## src/rtl/friscv_cache_wport_arbiter.sv

```systemverilog
// -----------------------------------------------------------------------------
// friscv_cache_wport_arbiter
//
// Shares the cache block RAM write port between the flush engine and the AXI
// refill path. It also turns the core's FENCE.i level request into a single
// flush pulse to the flusher. That pulse is issued only once every in-flight
// AXI refill has landed, so no stale block can be written after the flush.
//
// Ports:
//   aclk, aresetn (async, active-low), srst (sync, active-high)
//   fence_req / fence_ack / busy   : FENCE.i handshake with the core
//   ar_hold                        : blocks new AXI reads upstream
//   rd_issue                       : one pulse per accepted AXI AR
//   refill_valid/ready/addr/data   : refill block stream from the fetcher
//   flusher_ready, flush_blocks, flush_ack, flushing,
//   flusher_wren/waddr/wdata       : flusher control and write request
//   cache_wren/waddr/wdata         : registered RAM write port
//
// Optional feature (macro FRISCV_REFILL_SKID_EN):
//   When defined, a one-entry skid buffer sits on the refill path and
//   refill_ready comes from a flop. A refill accepted while the flusher owns
//   the port is parked and written on the first free cycle.
// -----------------------------------------------------------------------------
module friscv_cache_wport_arbiter #(
   parameter int CACHE_BLOCK_W = 128,
   parameter int AXI_ADDR_W    = 12,
   parameter int MAX_OSTDG     = 4
) (
   input  logic                     aclk,
   input  logic                     aresetn,
   input  logic                     srst,
   input  logic                     fence_req,
   output logic                     fence_ack,
   output logic                     busy,
   output logic                     ar_hold,
   input  logic                     rd_issue,
   input  logic                     refill_valid,
   output logic                     refill_ready,
   input  logic [AXI_ADDR_W-1:0]    refill_addr,
   input  logic [CACHE_BLOCK_W-1:0] refill_data,
   input  logic                     flusher_ready,
   output logic                     flush_blocks,
   input  logic                     flush_ack,
   input  logic                     flushing,
   input  logic                     flusher_wren,
   input  logic [AXI_ADDR_W-1:0]    flusher_waddr,
   input  logic [CACHE_BLOCK_W-1:0] flusher_wdata,
   output logic                     cache_wren,
   output logic [AXI_ADDR_W-1:0]    cache_waddr,
   output logic [CACHE_BLOCK_W-1:0] cache_wdata
);

   localparam int OW = $clog2(MAX_OSTDG + 1);
   localparam logic [OW-1:0] OSTDG_MAX = OW'(MAX_OSTDG);

   localparam logic [2:0] IDLE     = 3'd0;
   localparam logic [2:0] DRAIN    = 3'd1;
   localparam logic [2:0] FLUSH    = 3'd2;
   localparam logic [2:0] WAIT_ACK = 3'd3;
   localparam logic [2:0] DONE     = 3'd4;

   logic [2:0]               state;
   logic [OW-1:0]            ostdg;
   logic                     rearm;          // set after DONE until fence_req drops
   logic                     flusher_sel;
   logic                     refill_grant;
   logic                     refill_hs;
   logic                     refill_pending; // refill word parked in the skid
   logic                     wr_req;
   logic [AXI_ADDR_W-1:0]    wr_addr;
   logic [CACHE_BLOCK_W-1:0] wr_data;

   // The flusher owns the port while it writes, while it is active and while it
   // is still initialising after reset.
   assign flusher_sel  = flusher_wren | flushing | ~flusher_ready;
   assign refill_grant = ~flusher_sel;

`ifdef FRISCV_REFILL_SKID_EN
   logic                     skid_valid;
   logic [AXI_ADDR_W-1:0]    skid_addr;
   logic [CACHE_BLOCK_W-1:0] skid_data;
   logic                     ready_q;

   assign refill_ready   = ready_q;
   assign refill_hs      = refill_valid & ready_q;
   assign refill_pending = skid_valid;
   assign wr_req         = refill_grant & (skid_valid | refill_hs);
   assign wr_addr        = skid_valid ? skid_addr : refill_addr;
   assign wr_data        = skid_valid ? skid_data : refill_data;

   always_ff @(posedge aclk or negedge aresetn) begin
      if (!aresetn) begin
         skid_valid <= 1'b0;
         skid_addr  <= '0;
         skid_data  <= '0;
         ready_q    <= 1'b0;
      end else if (srst) begin
         skid_valid <= 1'b0;
         skid_addr  <= '0;
         skid_data  <= '0;
         ready_q    <= 1'b0;
      end else if (refill_hs && !refill_grant) begin
         // Accepted while the flusher owns the port: park it.
         skid_valid <= 1'b1;
         skid_addr  <= refill_addr;
         skid_data  <= refill_data;
         ready_q    <= 1'b0;
      end else if (skid_valid && refill_grant) begin
         skid_valid <= 1'b0;
         ready_q    <= 1'b1;
      end else begin
         ready_q    <= ~skid_valid;
      end
   end
`else
   assign refill_ready   = refill_grant;
   assign refill_hs      = refill_valid & refill_grant;
   assign refill_pending = 1'b0;
   assign wr_req         = refill_hs;
   assign wr_addr        = refill_addr;
   assign wr_data        = refill_data;
`endif

   // Outstanding read counter; saturates on upstream protocol violations.
   always_ff @(posedge aclk or negedge aresetn) begin
      if (!aresetn) begin
         ostdg <= '0;
      end else if (srst) begin
         ostdg <= '0;
      end else begin
         case ({rd_issue, refill_hs})
            2'b10:   if (ostdg != OSTDG_MAX) ostdg <= ostdg + 1'b1;
            2'b01:   if (ostdg != '0)        ostdg <= ostdg - 1'b1;
            default: ostdg <= ostdg;
         endcase
      end
   end

   // Fence sequencer.
   always_ff @(posedge aclk or negedge aresetn) begin
      if (!aresetn) begin
         state <= IDLE;
         rearm <= 1'b0;
      end else if (srst) begin
         state <= IDLE;
         rearm <= 1'b0;
      end else begin
         if (state == DONE)   rearm <= 1'b1;
         else if (!fence_req) rearm <= 1'b0;

         case (state)
            IDLE:     if (fence_req && !rearm) state <= DRAIN;
            // Also waits for flusher init, so a fence during post-reset init
            // is deferred rather than lost.
            DRAIN:    if (ostdg == '0 && !refill_pending && flusher_ready)
                         state <= FLUSH;
            FLUSH:    state <= WAIT_ACK;
            WAIT_ACK: if (flush_ack) state <= DONE;
            DONE:     state <= IDLE;
            default:  state <= IDLE;
         endcase
      end
   end

   // Registered RAM write port; address and data hold when no write.
   always_ff @(posedge aclk or negedge aresetn) begin
      if (!aresetn) begin
         cache_wren  <= 1'b0;
         cache_waddr <= '0;
         cache_wdata <= '0;
      end else if (srst) begin
         cache_wren  <= 1'b0;
         cache_waddr <= '0;
         cache_wdata <= '0;
      end else if (flusher_sel) begin
         cache_wren <= flusher_wren;
         if (flusher_wren) begin
            cache_waddr <= flusher_waddr;
            cache_wdata <= flusher_wdata;
         end
      end else if (wr_req) begin
         cache_wren  <= 1'b1;
         cache_waddr <= wr_addr;
         cache_wdata <= wr_data;
      end else begin
         cache_wren  <= 1'b0;
      end
   end

   assign busy         = (state != IDLE);
   assign flush_blocks = (state == FLUSH);
   assign fence_ack    = (state == DONE);
   assign ar_hold      = (state != IDLE) | (ostdg == OSTDG_MAX) | ~flusher_ready;

endmodule

```

## config.mk

```make
export PLATFORM = sky130hd
export DESIGN_NAME = friscv_cache_wport_arbiter
export DESIGN_NICKNAME = d
export VERILOG_FILES = /design/src/rtl/friscv_cache_wport_arbiter.sv
export SDC_FILE = /design/constraint.sdc
export NUM_CORES = 1
export LEC_CHECK = 0
export ABC_AREA = 1
export ABC_CLOCK_PERIOD_IN_PS = 1100
export CAP_MARGIN = 5
export CORE_AREA = 4 4 168 170
export DETAILED_ROUTE_END_ITERATION = 8
export DIE_AREA = 0 0 172 174
export GPL_TIMING_DRIVEN = 0
export PLACE_DENSITY_LB_ADDON = 0.3
export SLEW_MARGIN = 20
export SYNTH_ARGS = -nofsm -noshare
export SYNTH_HDL_FRONTEND = slang
export SYNTH_SLANG_ARGS = --single-unit
```

## constraint.sdc

```tcl
create_clock -name aclk -period 1.1 [get_ports aclk]
set_input_delay 0.11 -clock aclk [delete_from_list [all_inputs] [get_ports aclk]]
set_output_delay 0.11 -clock aclk [all_outputs]
set_load 0.02 [all_outputs]
```

==> results of run 1 <==
[kinds of logic (layout without fill, tap and decap cells)]
group,Yosys count,after routing,share of synthesized area
AOI/OAI and AO/OA,149,149,0.131
xor gates and xnor gates,1,1,0.00123
adders and majority gates,1,1,0.00176
buffers and inverters,199,731,0.121
DFF,148,148,0.521
muxes,140,140,0.197
and+or+nand+nor,41,41,0.0266
[power groups by stage]
stage | Combinational [uW] | Sequential, uW | Clock, uW
after floorplan | 1130 | 6590 | 0
after global placement | 3920 | 6160 | 0
after detailed placement | 3950 | 6170 | 0
after CTS | 4020 | 6060 | 6110
after global routing | 4850 | 6160 | 6380
final | 4550 | 6120 | 5940
[flip-flops by register name (all words and copies together) (netlist names)]
signal       flops
cache_wdata    128
cache_waddr     12
ostdg            3
state            3
cache_wren       1
rearm            1
[cell type report]
type | instances | share of cell area
Sequential cell | 148 | 0.278
Multi-Input combinational cell | 332 | 0.205
Clock inverter | 12 | 0.0108
Inverter | 154 | 0.0437
Buffer | 45 | 0.0273
Timing Repair Buffer | 500 | 0.370
Clock buffer | 20 | 0.0335
Tap cell | 341 | 0.0320
[tightest hold or removal path: stages]
cell	delay, ns
clkbuf_2	0.21
nor3_4	0.07
nor3b_1	0.12
[synthesized netlist by cell type, drive strengths merged]
| cell type | number | area share |
|---|---|---|
| ha | 1 | 0.0018 |
| nor2 | 5 | 0.0026 |
| dfrtp | 148 | 0.52 |
| o22ai | 140 | 0.12 |
| o21ai | 4 | 0.0028 |
| nand3b | 1 | 0.0011 |
| o31ai | 1 | 0.0011 |
| nor3b | 1 | 0.0011 |
| nand3 | 9 | 0.0063 |
| xor2 | 1 | 0.0012 |
| clkbuf | 4 | 0.0021 |
| nand4 | 3 | 0.0026 |
| a31oi | 1 | 0.00088 |
| inv | 154 | 0.081 |
| o21bai | 1 | 0.0011 |
| buf | 41 | 0.038 |
| nand2 | 17 | 0.0093 |
| mux2i | 140 | 0.20 |
| nor3 | 5 | 0.0035 |
| a21oi | 2 | 0.0014 |
[metal layers]
| metal | track usage | vias to the layer above | share of wire |
|---|---|---|---|
| met5 | 0 | - | 0.00059 |
| met4 | 0.0527 | 2 | 0.021 |
| met1 | 0.202 | 3259 | 0.38 |
| met2 | 0.314 | 309 | 0.50 |
| li1 | - | 3394 | - |
| met3 | 0.0685 | 40 | 0.095 |
[per-stage QoR]
step | area (um2) | util | hold WS, ns
floorplan | 7130 | - | -0.186
global placement | 11900 | 0.446 | 0.501
detailed placement | 11900 | 0.447 | 0.123
CTS | 12300 | 0.462 | 0.161
global route | 13300 | 0.499 | 0.124
finish | 13300 | 0.499 | 0.132
[worst max path at each step]
stage                            start              end  slack (ns)  cells after the start
after floorplan               state[0]         state[1]       -0.04                      3
after global placement         aresetn  cache_wdata[81]       -6.47                      1
after detailed placement  flusher_wren  cache_wdata[56]       -0.98                      7
after CTS                     state[1]          ar_hold       -0.43                      4
after global routing          state[2]          ar_hold       -0.50                      4
final                         state[2]          ar_hold       -0.42                      4
[timing repair]
action / CTS / global route
setup buffers: 15 / 47
pin swaps: 8 / 15
resized for setup: 717 / 229
hold buffers: 1 / 1
setup endpoints to repair: 292 / 325
hold endpoints to repair: 74 / 1
cloned: 1 / 0
==> metrics.cfg, run 1 <==
[setup_path]
path_buf_inv = 2
worstPathRequired_ns = 0.99
timing.rr.end = ostdg[2]
regToRegSetupSlack_ns = -0.25
critPathTopFamily = flip-flops
rr_startpoint = ostdg[1]
worstPathMaxFanout = 3
arrival_ns = 1.41
slowest_stage = dfrtp_1
path_class = flop to primary output
worstSetupStartpointType = flop
worst_path_largest_cell_delay_ns = 0.41
ff2ff_path_depth = 9
cp-end-kind = primary output
worstPathCellList = inv_2, nand3_4, nand3b_1, buf_6

[layout]
multiInputGateArea_um2 = 2740
final_common_cell = clkdlybuf4s50_1
mostFrequentLayoutCells = clkdlybuf4s50_1, inv_1, dfrtp_1
n_antenna_cell = 0
areaGrowthSynthToFinish_pct = 87.9
layout.nets = 1489
register_area_um2 = 3700
final_cells = 1552
drive_above_1_share = 0.271
nFillCells = 2526

[pwr]
combPwrFrac = 0.274
powerDensity_nw_per_um2 = 1240
p_clk_frac = 0.358
swShare = 0.289
p_sw_uw = 4790
p_seq_frac = 0.369
p_int_uw = 11800
power_uw = 16600
power.leakage_uw = 0.00668
peakVddDrop_mv = 0.746

[floorplanning]
num_rows = 60
initial_core_util = 0.266
die_width_um = 172
fp.dieH_um = 174
dieArea_um2 = 29900
ios = 436
core_area_um2 = 26700

[synthesis]
syn_nets = 970
syn_avg_cell_area_um2 = 10.5
ys_warn_count = 0
synth_cells = 679
synth_seq_area_share = 0.521
synth_area_um2 = 7100
synth.distinct_cells = 25
ys_ff_latch = 148

[routing]
drcViolationCount = 0
vias_per_cell = 4.51
routed_wirelength_mm = 29.0
num_vias = 7004
drt-wirelength-per-cell_um = 18.7
detail-route-antenna-nets = 0
drt_pass1_iterations = 4
drt_iter0_drc = 289

[timing]
finalHoldViolCount = 0
finalMaxSlewViolations = 0
rsz0062_at_grt = true
max_freq_mhz = 657
finalWorstSetupSlack_ns = -0.423
tightest_slew_ns = 0.524
fin_tns_setup_ns = -2.37
final.period_utilization = 1.38
finalSetupViolCount = 11
max-slew-margin-rel = 0.651
skew_ns = 0.00830
fin_crit_ns = 1.52

[outcome]
violations = negative setup slack
status = complete, but fails checks

[flow_run]
cap_violations = 0

[clock_network]
clk_path_buf_depth = 2
cts_tree = built
clkSlewWorstSetupHoldPaths_ns = 0.07
clock_sinks = 148
cts_htree_levels = 4
clock_latency_ns = 0.42
cts-root-buf = clkbuf_16
cts_made_buffers = 17

[placement]
pre_cts_ws_ns = -0.985
dp_cells = 1456
gp_congestion = 0.789
hpwlAfterDp_mm = 22.0
io_buffers = 435

[global_routing]
grt_pass1_wl_mm = 41.2
track_usage = 0.180
grt_pass1_vias = 7148
grt_max_degree = 76
antenna_found_initial = 1
gr-total-overflow = 0

[hold_path]
min_path_type = primary input to flop
min_delay_worst_endpoint = state[2]
hp-start = srst
min_path_cells = 3

(Power assumes the default switching activity.)
==> run 2, diff against run 1 <==
--- a/config.mk
+++ b/config.mk
@@ -10,4 +10,5 @@
 export CAP_MARGIN = 5
 export CORE_AREA = 4 4 168 170
+export CTS_CLUSTER_SIZE = 12
 export DETAILED_ROUTE_END_ITERATION = 8
 export DIE_AREA = 0 0 172 174
==> constraint.sdc (replaced) <==
create_clock -name aclk -period 1.1 [get_ports aclk]
set_input_delay 0.11 -clock aclk [delete_from_list [all_inputs] [get_ports aclk]]
set_output_delay 0.11 -clock aclk [all_outputs]
set_load 0.1 [all_outputs]
==> run 2 against run 1 <==
  * The flow still finishes with violations (negative setup slack)
  * Global-route usage is 0.30 points higher
  * Clock skew up 0.0024 ns
  * Hold slack got worse by 0.023 ns
  * Final cell count decreased by 2.3%
  * Clock power is 5.1% lower
  * Via count fell by 1.4%
  * Die area did not move
  * Sequential cell count stayed put
  * Core utilization up 4.5 points
  * Critical path depth unchanged
  * First-iteration DRC count is 4.2% lower
  * Routed wire length grew 1.2%
  * Critical endpoint unchanged
  * Largest cell class unchanged
==> metrics.cfg, run 2 (same netlist as run 1, synthesis figures left out) <==
[timing]
rsz0062_at_grt = true
max_freq_mhz = 632
finalMaxSlewViolations = 0
skew_ns = 0.0107
fin_crit_ns = 1.58
fin_tns_setup_ns = -5.57
final.period_utilization = 1.44
finalHoldViolCount = 0
max-slew-margin-rel = 0.709
finalSetupViolCount = 153
finalWorstSetupSlack_ns = -0.482
tightest_slew_ns = 0.437

[pwr]
powerDensity_nw_per_um2 = 1350
p_int_uw = 12200
peakVddDrop_mv = 1.05
p_seq_frac = 0.321
swShare = 0.379
p_clk_frac = 0.287
combPwrFrac = 0.392
power.leakage_uw = 0.00662
p_sw_uw = 7460

[clock_network]
cts-root-buf = clkbuf_16
clkSlewWorstSetupHoldPaths_ns = 0.07
clock_latency_ns = 0.42
cts_tree = built
clock_sinks = 148
cts_htree_levels = 4
clk_path_buf_depth = 2
cts_made_buffers = 17

[outcome]
violations = negative setup slack
status = complete, but fails checks

[setup_path]
worstSetupStartpointType = flop
slowest_stage = dfrtp_2
worstPathMaxFanout = 3
worstPathRequired_ns = 0.99
cp-end-kind = primary output
critPathTopFamily = flip-flops
worstPathCellList = inv_2, nand3_4, nand3b_1, buf_12
path_class = flop to primary output
worst_path_largest_cell_delay_ns = 0.45
arrival_ns = 1.47
path_buf_inv = 2

[layout]
mostFrequentLayoutCells = clkdlybuf4s50_1, inv_1, dfrtp_2
final_cells = 1516
register_area_um2 = 3880
layout.nets = 1453
areaGrowthSynthToFinish_pct = 105
largest-register = cache_wdata
largest_register_ffs = 128
drive_above_1_share = 0.374
final_area_um2 = 14600
n_antenna_cell = 0
postLayoutCoreUtil = 0.545
final_common_cell = clkdlybuf4s50_1
top_regs = cache_wdata x128, cache_waddr x12
nFillCells = 2322
multiInputGateArea_um2 = 2740

[global_routing]
gr-total-overflow = 0
antenna_found_initial = 0
grt_max_degree = 83
track_usage = 0.182
grt_pass1_vias = 7246
grt_pass1_wl_mm = 42.0

[floorplanning]
ios = 436
num_rows = 60
die_width_um = 172
fp.dieH_um = 174
core_area_um2 = 26700
initial_core_util = 0.266
dieArea_um2 = 29900

[routing]
vias_per_cell = 4.55
num_vias = 6903
routed_wirelength_mm = 29.3
drt_pass1_iterations = 5
detail-route-antenna-nets = 0
drt_iter0_drc = 277
drcViolationCount = 0
drt-wirelength-per-cell_um = 19.4

[placement]
dp_cells = 1456
io_buffers = 435
hpwlAfterDp_mm = 22.2
dpl_cell_area_um2 = 12200
gp_congestion = 0.840

[flow_run]
cap_violations = 0

[hold_path]
min_path_type = primary input to flop

run 2: cell count changes in the layout (fill, tap and decap cells not counted), moves of 4 or more:
| cell | delta |
|---|---|
| buf_12 | +126 |
| buf_2 | -19 |
| buf_4 | -45 |
| buf_6 | -97 |
| clkbuf_2 | -5 |
| dfrtp_1 | -143 |
| dfrtp_2 | +143 |
| mux2i_1 | -5 |
| mux2i_2 | +4 |
| nand2_2 | -4 |
run 2: power by group through the flow:
stage	sequential, uW	clock, uW	combinational [uW]
after global routing	6380	6030	8050
final	6330	5640	7720
after detailed placement	6240	0	6450
after global placement	6230	0	6420
after floorplan	8840	0	1430
after CTS	6260	5810	7240
run 2: layout make-up:
cell class,count,area share
Buffer,45,0.0263
Clock buffer,19,0.0311
Clock inverter,13,0.00774
Inverter,154,0.0407
Multi-Input combinational cell,332,0.188
Sequential cell,148,0.267
Tap cell,341,0.0293
Timing Repair Buffer,464,0.409
run 2: worst paths after layout:
kind	from	endpoint	slack [ns]	depth (start not counted)
hold reg to reg	ostdg[2]	ostdg[2]	0.54	2
hold / removal	srst	state[1]	0.11	4
setup / recovery	state[0]	ar_hold	-0.48	4
max in group asynchronous	aresetn	cache_wdata[21]	0.29	3
min in group asynchronous	aresetn	cache_wdata[7]	0.19	2
setup reg to reg	ostdg[1]	ostdg[2]	-0.36	9
run 2: through the flow:
step	power (uW)	hold WS (ns)	setup slack (ns)
after floorplan	10300	-0.186	-0.772
after global placement	12700	0.502	-6.99
after detailed placement	12700	0.0979	-1.27
after CTS	19300	0.132	-0.536
after global routing	20500	0.118	-0.555
final	19700	0.109	-0.482
run 2: timing repair:
| item | 4_1_cts | 5_1_grt |
|---|---|---|
| gates cloned | 0 | 2 |
| pin swaps | 4 | 9 |
| resized for setup | 1216 | 169 |
| hold buffers | 1 | 1 |
| setup endpoints to repair | 293 | 350 |
| endpoints found under the hold margin | 66 | 1 |
| setup buffers | 12 | 14 |
run 2: routing by layer:
layer | vias up | share of wire | global-route usage
met5 | - | 0 | 0
met4 | 0 | 0.012 | 0.0426
met2 | 298 | 0.53 | 0.334
met1 | 3282 | 0.36 | 0.200
li1 | 3308 | - | -
met3 | 15 | 0.092 | 0.0646
run 2: worst reg2reg max path: stages, from the launching register on:
cell,delay [ns]
dfrtp_1,0.42
buf_4,0.14
inv_2,0.04
xor2_1,0.15
ha_1,0.19
o21bai_1,0.17
inv_1,0.07
nand2_1,0.05
nand3_1,0.07
nand2_1,0.06
==> run 3, diff against run 2 <==
==> constraint.sdc (replaced) <==
create_clock -name aclk -period 1.1 [get_ports aclk]
set_input_delay 0.22 -clock aclk [delete_from_list [all_inputs] [get_ports aclk]]
set_output_delay 0.22 -clock aclk [all_outputs]
set_load 0.1 [all_outputs]
==> run 3 against run 2 <==
  * The run ends with negative hold slack, negative setup slack left
  * Register-to-register slack improved by 0.06 ns
  * First-iteration DRC count decreased by 1.1%
  * Design area increased by 3.7%
  * Core utilization increased by 2.0 points
  * Final cell count decreased by 0.46%
  * Critical path type unchanged
==> metrics.cfg, run 3 (same netlist as run 1, synthesis figures left out) <==
[setup_path]
cp-end-kind = primary output
critPathTopFamily = buffers and inverters
ff2ff_path_depth = 7
worstPathCellList = buf_4, nor3_2, buf_6
cp_num_cells = 3
path_buf_inv = 2
worstPathMaxFanout = 3
slowest_stage = dfrtp_1
worstPathRequired_ns = 0.88
path_class = flop to primary output
worstSetupStartpointType = flop
arrival_ns = 1.44
worst_path_largest_cell_delay_ns = 0.40

[layout]
layout.nets = 1445
largest-register = cache_wdata
drive_above_1_share = 0.420
final_cells = 1509
final_area_um2 = 15100
final_common_cell = clkdlybuf4s50_1
top_regs = cache_wdata x128, cache_waddr x12
largest_register_ffs = 128
areaGrowthSynthToFinish_pct = 112
mostFrequentLayoutCells = clkdlybuf4s50_1, inv_1, dfrtp_2

[placement]
dp_cells = 1456
pre_cts_ws_ns = -1.41
gp_congestion = 0.804
dpl_cell_area_um2 = 12200
io_buffers = 435
hpwlAfterDp_mm = 21.9

[floorplanning]
dieArea_um2 = 29900
num_rows = 60
ios = 436
die_width_um = 172
fp.dieH_um = 174
initial_core_util = 0.266
core_area_um2 = 26700

[timing]
skew_ns = 0.00628
finalMaxSlewViolations = 0
holdWs_ns = -0.236
finalSetupViolCount = 238
tightest_slew_ns = 0.634
finalHoldViolCount = 76
fin_crit_ns = 1.66
finalWorstSetupSlack_ns = -0.561
final.period_utilization = 1.51
rsz0062_at_grt = true
max_freq_mhz = 602
max-slew-margin-rel = 0.577

[hold_path]
min_path_type = primary input to asynchronous set/reset pin

[pwr]
power_uw = 20700
powerDensity_nw_per_um2 = 1370
peakVddDrop_mv = 0.880
power.leakage_uw = 0.00660

[global_routing]
busiest_layer = met2
met3_usage = 0.0600
grt_max_degree = 78
use_met1 = 0.200
grt_util_met2 = 0.326
gr-total-overflow = 0
grt_pass1_vias = 7342
antenna_found_initial = 2
grt_pass1_wl_mm = 41.6
track_usage = 0.180

[clock_network]
clkSlewWorstSetupHoldPaths_ns = 0.07
cts-root-buf = clkbuf_16
cts_tree = built
clk_path_buf_depth = 2
cts_made_buffers = 17
clock_sinks = 148
cts_htree_levels = 4
clock_latency_ns = 0.42

[outcome]
status = complete, but fails checks
violations = negative hold slack, negative setup slack

[routing]
drt-wirelength-per-cell_um = 19.6
routed_wirelength_mm = 29.6
drt_pass1_iterations = 4
vias_per_cell = 4.62
drcViolationCount = 0
num_vias = 6972
drt_iter0_drc = 274
detail-route-antenna-nets = 0

[flow_run]
cap_violations = 0

## run 3: repair_timing
item | CTS | global route
cloned | 0 | 1
setup buffers | 7 | 13
hold endpoints to repair | 76 | 76
resized for setup | 1198 | 296
endpoints found under the setup margin | 293 | 286
pin swaps | 3 | 17
## run 3: worst reg2reg max path: stages (launching register included)
cell	delay (ns)
dfrtp_2	0.42
inv_2	0.10
nand3_4	0.07
buf_4	0.13
buf_6	0.11
buf_4	0.14
o31ai_4	0.21
o21ai_1	0.09
## run 3: final cells by class
cell class / instances / area, um2
diodes: 1 / 2.50
plain buffers: 45 / 503
clock buffers: 20 / 447
clock inverters: 12 / 191
fillers: 2229 / 11600
inverters: 154 / 593
multi-input cells: 332 / 3160
flip-flops and latches: 148 / 3880
well taps: 341 / 427
repair buffers: 456 / 5890
## run 3: stage by stage
stage / setup TNS [ns] / hold WS (ns) / utilization
detailed placement: -244.57 / 0.252 / 0.456
floorplan: -4.79 / -0.0756 / -
CTS: -38.12 / -0.210 / 0.514
finish: -24.08 / -0.236 / 0.565
global route: -34.67 / -0.213 / 0.565
global placement: -1291.73 / 0.505 / 0.454
## run 3: layer usage
layer,share of wire,vias to the layer above,routed length (um)
met3,0.084,25,2500
met5,0.00068,-,20
met1,0.37,3361,11000
met4,0.014,2,428
li1,-,3300,-
met2,0.53,284,15600
## run 3: final timing paths
check	end	slack [ns]	startpoint
max	fence_ack	-0.56	state[1]
min	cache_wdata[53]	-0.24	aresetn
max reg2reg	state[1]	-0.30	state[2]
min reg2reg	rearm	0.52	rearm
max in group asynchronous	cache_waddr[0]	0.51	aresetn
min in group aclk	rearm	0.14	srst
## run 3: report_power, final
group          leakage, uW  switching, uW  total, uW  internal, uW
clock network     0.000308           2530       6450          3920
registers          0.00176            427       6330          5900
logic              0.00454           4560       7920          3360
==> edit 1: new RTL, flow settings as in run 1 <==
Add a define of `FRISCV_REFILL_SKID_EN`.
--- a/src/rtl/friscv_cache_wport_arbiter.sv
+++ b/src/rtl/friscv_cache_wport_arbiter.sv
@@ -21,6 +21,8 @@
 //   refill_ready comes from a flop. A refill accepted while the flusher owns
 //   the port is parked and written on the first free cycle.
 // -----------------------------------------------------------------------------
+`define FRISCV_REFILL_SKID_EN
+
 module friscv_cache_wport_arbiter #(
    parameter int CACHE_BLOCK_W = 128,
    parameter int AXI_ADDR_W    = 12,
Function: changed (a bounded check fails within 4 cycles, from zero or initial values and one cycle with aresetn low).
==> edit 1 against run 1 <==
The run now fails in global routing. Area after synthesis is 110% higher. Synthesized cell count grew to 3.1 times the old value.
==> edit 1: results (changes against run 1) <==
status: "did not finish"
stop_stage: "global routing"
synthArstFlopShare_pct: 100  # unchanged
grt_max_degree: 90
placed_area_um2: 20200  # +69%
synth.area.top_cells: "dfrtp_1 (48%), nand2_1 (18%), inv_1 (7.4%), nand4_1 (5.9%), o22ai_1 (5.8%)"
netlist_area_um2: 15200  # +110%
ys.flop_type: "dfrtp_1"
ys_seq_area_share_pct: 47.7  # -4.4 points
numPortBuffers: 434  # -0.23%
worst_endpoint_kind: "register data pin"
synth_common_cells: "nand2_1 (724), inv_1 (298), dfrtp_1 (290)"
cts.sinks: 290  # +96%
clockBufferDepth: 3  # +1
cts-root-buf: "clkbuf_16"
first-error: "[ERROR DPL-0038] Utilization greater than 100%, impossible to legalize"
hpwl_mm: 39.4  # +79%
ys_warn_count: 0  # unchanged
synth_nets: 2371  # +140%
htree_levels: 2  # -2
gp_congestion: 0.907  # +15%
ys_types: 20  # -20%
numCtsBuffers: 34  # +17
dp_slack_ns: -1.14  # -0.158 ns
postGrtWorstEndpoint: "cache_wdata[42]$_DFFE_PN0P_/D"
[edit 1: cell count changes after synthesis, moves of 140 or more]
| cell | run 1 | this run |
|---|---|---|
| nand2_1 | 16 | 724 |
| inv_1 | 153 | 298 |
| dfrtp_1 | 148 | 290 |
| mux2i_1 | 140 | 0 |
| nand3_1 | 9 | 149 |
| nand4_1 | 3 | 143 |
[edit 1: logic make-up after synthesis]
logic type / count (synthesis) / share of synthesized area (%)
compound gates: 291 / 10.8
fa+ha+maj: 1 / 0.0823
buf+inv: 469 / 12.3
flops: 290 / 47.7
simple gates: 1029 / 29.1
[edit 1: stage by stage]
stage               std cells  hold slack, ns
CTS                      3061          -0.483
detailed placement       2858          0.0425
global placement         2855           0.432
floorplan                2080          -0.186
[edit 1: what timing repair did]
action	in CTS
setup endpoints to repair	435
gates cloned	32
setup buffers	110
pin swaps	67
hold buffers	2
gates resized for setup	1331
hold endpoints to repair	205
==> edit 2: new RTL, flow settings as in run 1 <==
Made on the original files. `MAX_OSTDG`: 4 -> 2.
--- a/src/rtl/friscv_cache_wport_arbiter.sv
+++ b/src/rtl/friscv_cache_wport_arbiter.sv
@@ -24,7 +24,7 @@
 module friscv_cache_wport_arbiter #(
    parameter int CACHE_BLOCK_W = 128,
    parameter int AXI_ADDR_W    = 12,
-   parameter int MAX_OSTDG     = 4
+   parameter int MAX_OSTDG     = 2
 ) (
    input  logic                     aclk,
    input  logic                     aresetn,
Function: changed (a bounded check fails within 4 cycles, from zero or initial values and one cycle with aresetn low).
==> edit 2 against run 1 <==
Critical path type unchanged. Synthesized cell count rose by 63%. Highest routed layer unchanged. Area after synthesis is 6.8% higher. The flow still finishes with violations (setup timing). Final area grew 2.9%. Register-to-register slack improved by 0.03 ns. Total power hardly changed. Largest power group unchanged. Sequential cell count fell by 1. First-iteration DRC count grew 7.6%. Maximum frequency up 7.4%. Worst setup slack gained 0.11 ns. Wire length increased by 7.2%. Largest cell class unchanged. Non-clock buffer count is 7 higher.
==> edit 2: results (changes against run 1) <==
status: "finished with violations"
violations: "setup timing"
clockBufferDepth: 2  # unchanged
hold_path_class: "in -> reg"
fin_nets: 1909  # +28%
synth.area.top_cells: "dfrtp_1 (48%), nand2_1 (29%), inv_1 (7.5%), o21ai_1 (5.9%), o21ai_0 (3.4%)"
worst_pin_slew_ns: 0.486  # -0.0381 ns
synth_compound_area_share_pct: 9.65  # -3.4 points
htree_levels: 4  # unchanged
drt_wl_total_mm: 31.1  # +7.2%
numCtsBuffers: 17  # unchanged
final_layout_size_suffix_gt1_share_pct: 19.7  # -7.3 points
numPortBuffers: 435  # unchanged
synthAdderAreaFrac_pct: 0  # -0.18 points
reg_top3: "cache_wdata: 128 flops, cache_waddr: 12 flops, state: 3 flops"
ys_seq_area_share_pct: 48.5  # -3.7 points
synth_common_cells: "nand2_1 (576), inv_1 (152), dfrtp_1 (147)"
muxShareOfSynthArea_pct: 0  # -20 points
setup_violations: 13  # +2
finalSetupTns_ns: -1.89  # +0.480 ns
grt_pass1_vias: 8332  # +17%
worstPathMaxFanout: 3  # unchanged
clk_pin_slew_ns: 0.07  # about the same
drtIter0Drc: 311  # +7.6%
synth_nets: 1398  # +44%
grt_pass1_wl_mm: 45.2  # +9.8%
leakage_nw: 6.82  # +2.0%
ys.flop_type: "dfrtp_1"
hpwl_mm: 23.6  # +7.2%
grt_antenna_before_repair: 2  # +1
grt_max_degree: 85  # +12%
synthArstFlopShare_pct: 100  # unchanged
avgViaCountPerCell: 4.30  # -4.7%
ys_warn_count: 0  # unchanged
synthXorXnorAreaFrac_pct: 0.115  # -0.0079 points
cts-root-buf: "clkbuf_16"
arrival_ns: 1.31  # -0.10 ns
dr.pass1.iters: 5  # +1
layout_setup_ws_ns: -0.317  # +0.105 ns
track_usage_pct: 19.4  # +1.5 points
fillers: 2654  # +5.1%
ys_types: 20  # -20%
clock_latency_ns: 0.41
gp_congestion: 0.842  # +6.7%
clock_skew_ns: 0.00706  # -0.00124 ns
placed_area_um2: 12400  # +3.9%
ir_drop_mv: 0.820  # +9.9%
[edit 2: changes by cell type in the layout (fill, tap and decap cells not counted), sizes merged, moves of 2 or more]
| cell | before | now |
|---|---|---|
| clkdlybuf4s15 | 0 | 2 |
| nor3 | 5 | 1 |
| o22ai | 140 | 0 |
| mux2i | 140 | 0 |
| a21oi | 2 | 4 |
| clkbuf | 34 | 58 |
| o21ai | 4 | 140 |
| nand2 | 17 | 576 |
| nor2 | 5 | 12 |
| buf | 245 | 226 |
[edit 2: cells by family (layout without fill, tap and decap cells)]
logic type,Yosys count,count (layout)
AND/OR/NAND/NOR,602,602
buffers and inverters,213,736
flip-flops,147,147
AO/OA/AOI/OAI,145,145
XOR/XNOR,1,1
other,0,1
[edit 2: critical path, cell delays in order, from the launching register on]
cell     delay (ns)
dfrtp_1        0.39
inv_2          0.10
nand2_4        0.07
nor2_4         0.11
nand3_2        0.08
buf_6          0.14
[edit 2: worst paths after layout]
kind	endpoint	slack [ns]	cells after the start	start
max	ar_hold	-0.32	5	state[1]
min	rearm	0.03	2	srst
max reg2reg	state[0]	-0.22	8	state[2]
min reg2reg	cache_wdata[67]	0.52	2	cache_wdata[67]
max in group asynchronous	cache_wdata[50]	0.15	3	aresetn
min in group asynchronous	cache_wdata[118]	0.17	2	aresetn
[edit 2: per-stage QoR]
stage | setup slack (ns) | instances
final | -0.317 | 1973
after global routing | -0.401 | 1973
after CTS | -0.364 | 1922
after detailed placement | -1.11 | 1885
after global placement | -6.40 | 1884
after floorplan | -0.0474 | 1108
[edit 2: timing repair]
action                     4_1_cts  5_1_grt
cloned                           0        1
gates resized for setup        290      668
hold buffers                     1        0
pin swaps                        5       11
setup endpoints to repair      292      372
buffers inserted                 5       49
hold endpoints to repair        63        0
[edit 2: metal layers]
layer | GRT usage (%) | routed length (um)
met1 | 22.0 | 12400
met3 | 6.87 | 2810
met2 | 34.1 | 15400
met5 | 0 | 14
met4 | 5.83 | 516
[edit 2: report_power, final]
part,internal [W],total (W),switching (W)
Combinational,0.00251,0.00473,0.00222
Clock,0.00321,0.00574,0.00252
Sequential,0.00581,0.00614,0.000330
[edit 2: area by class of cell]
class                      instances  area [um2]  share of cell area [%]
buffer                            60         440                    3.21
sequential                       147        3680                    26.8
multi-input combinational        748        3130                    22.8
clock inverter                    12         123                   0.893
inverter                         153         582                    4.24
clock buffer                      19         443                    3.23
tap                              341         427                    3.11
timing repair buffer             492        4900                    35.7
antenna                            1        2.50                  0.0182
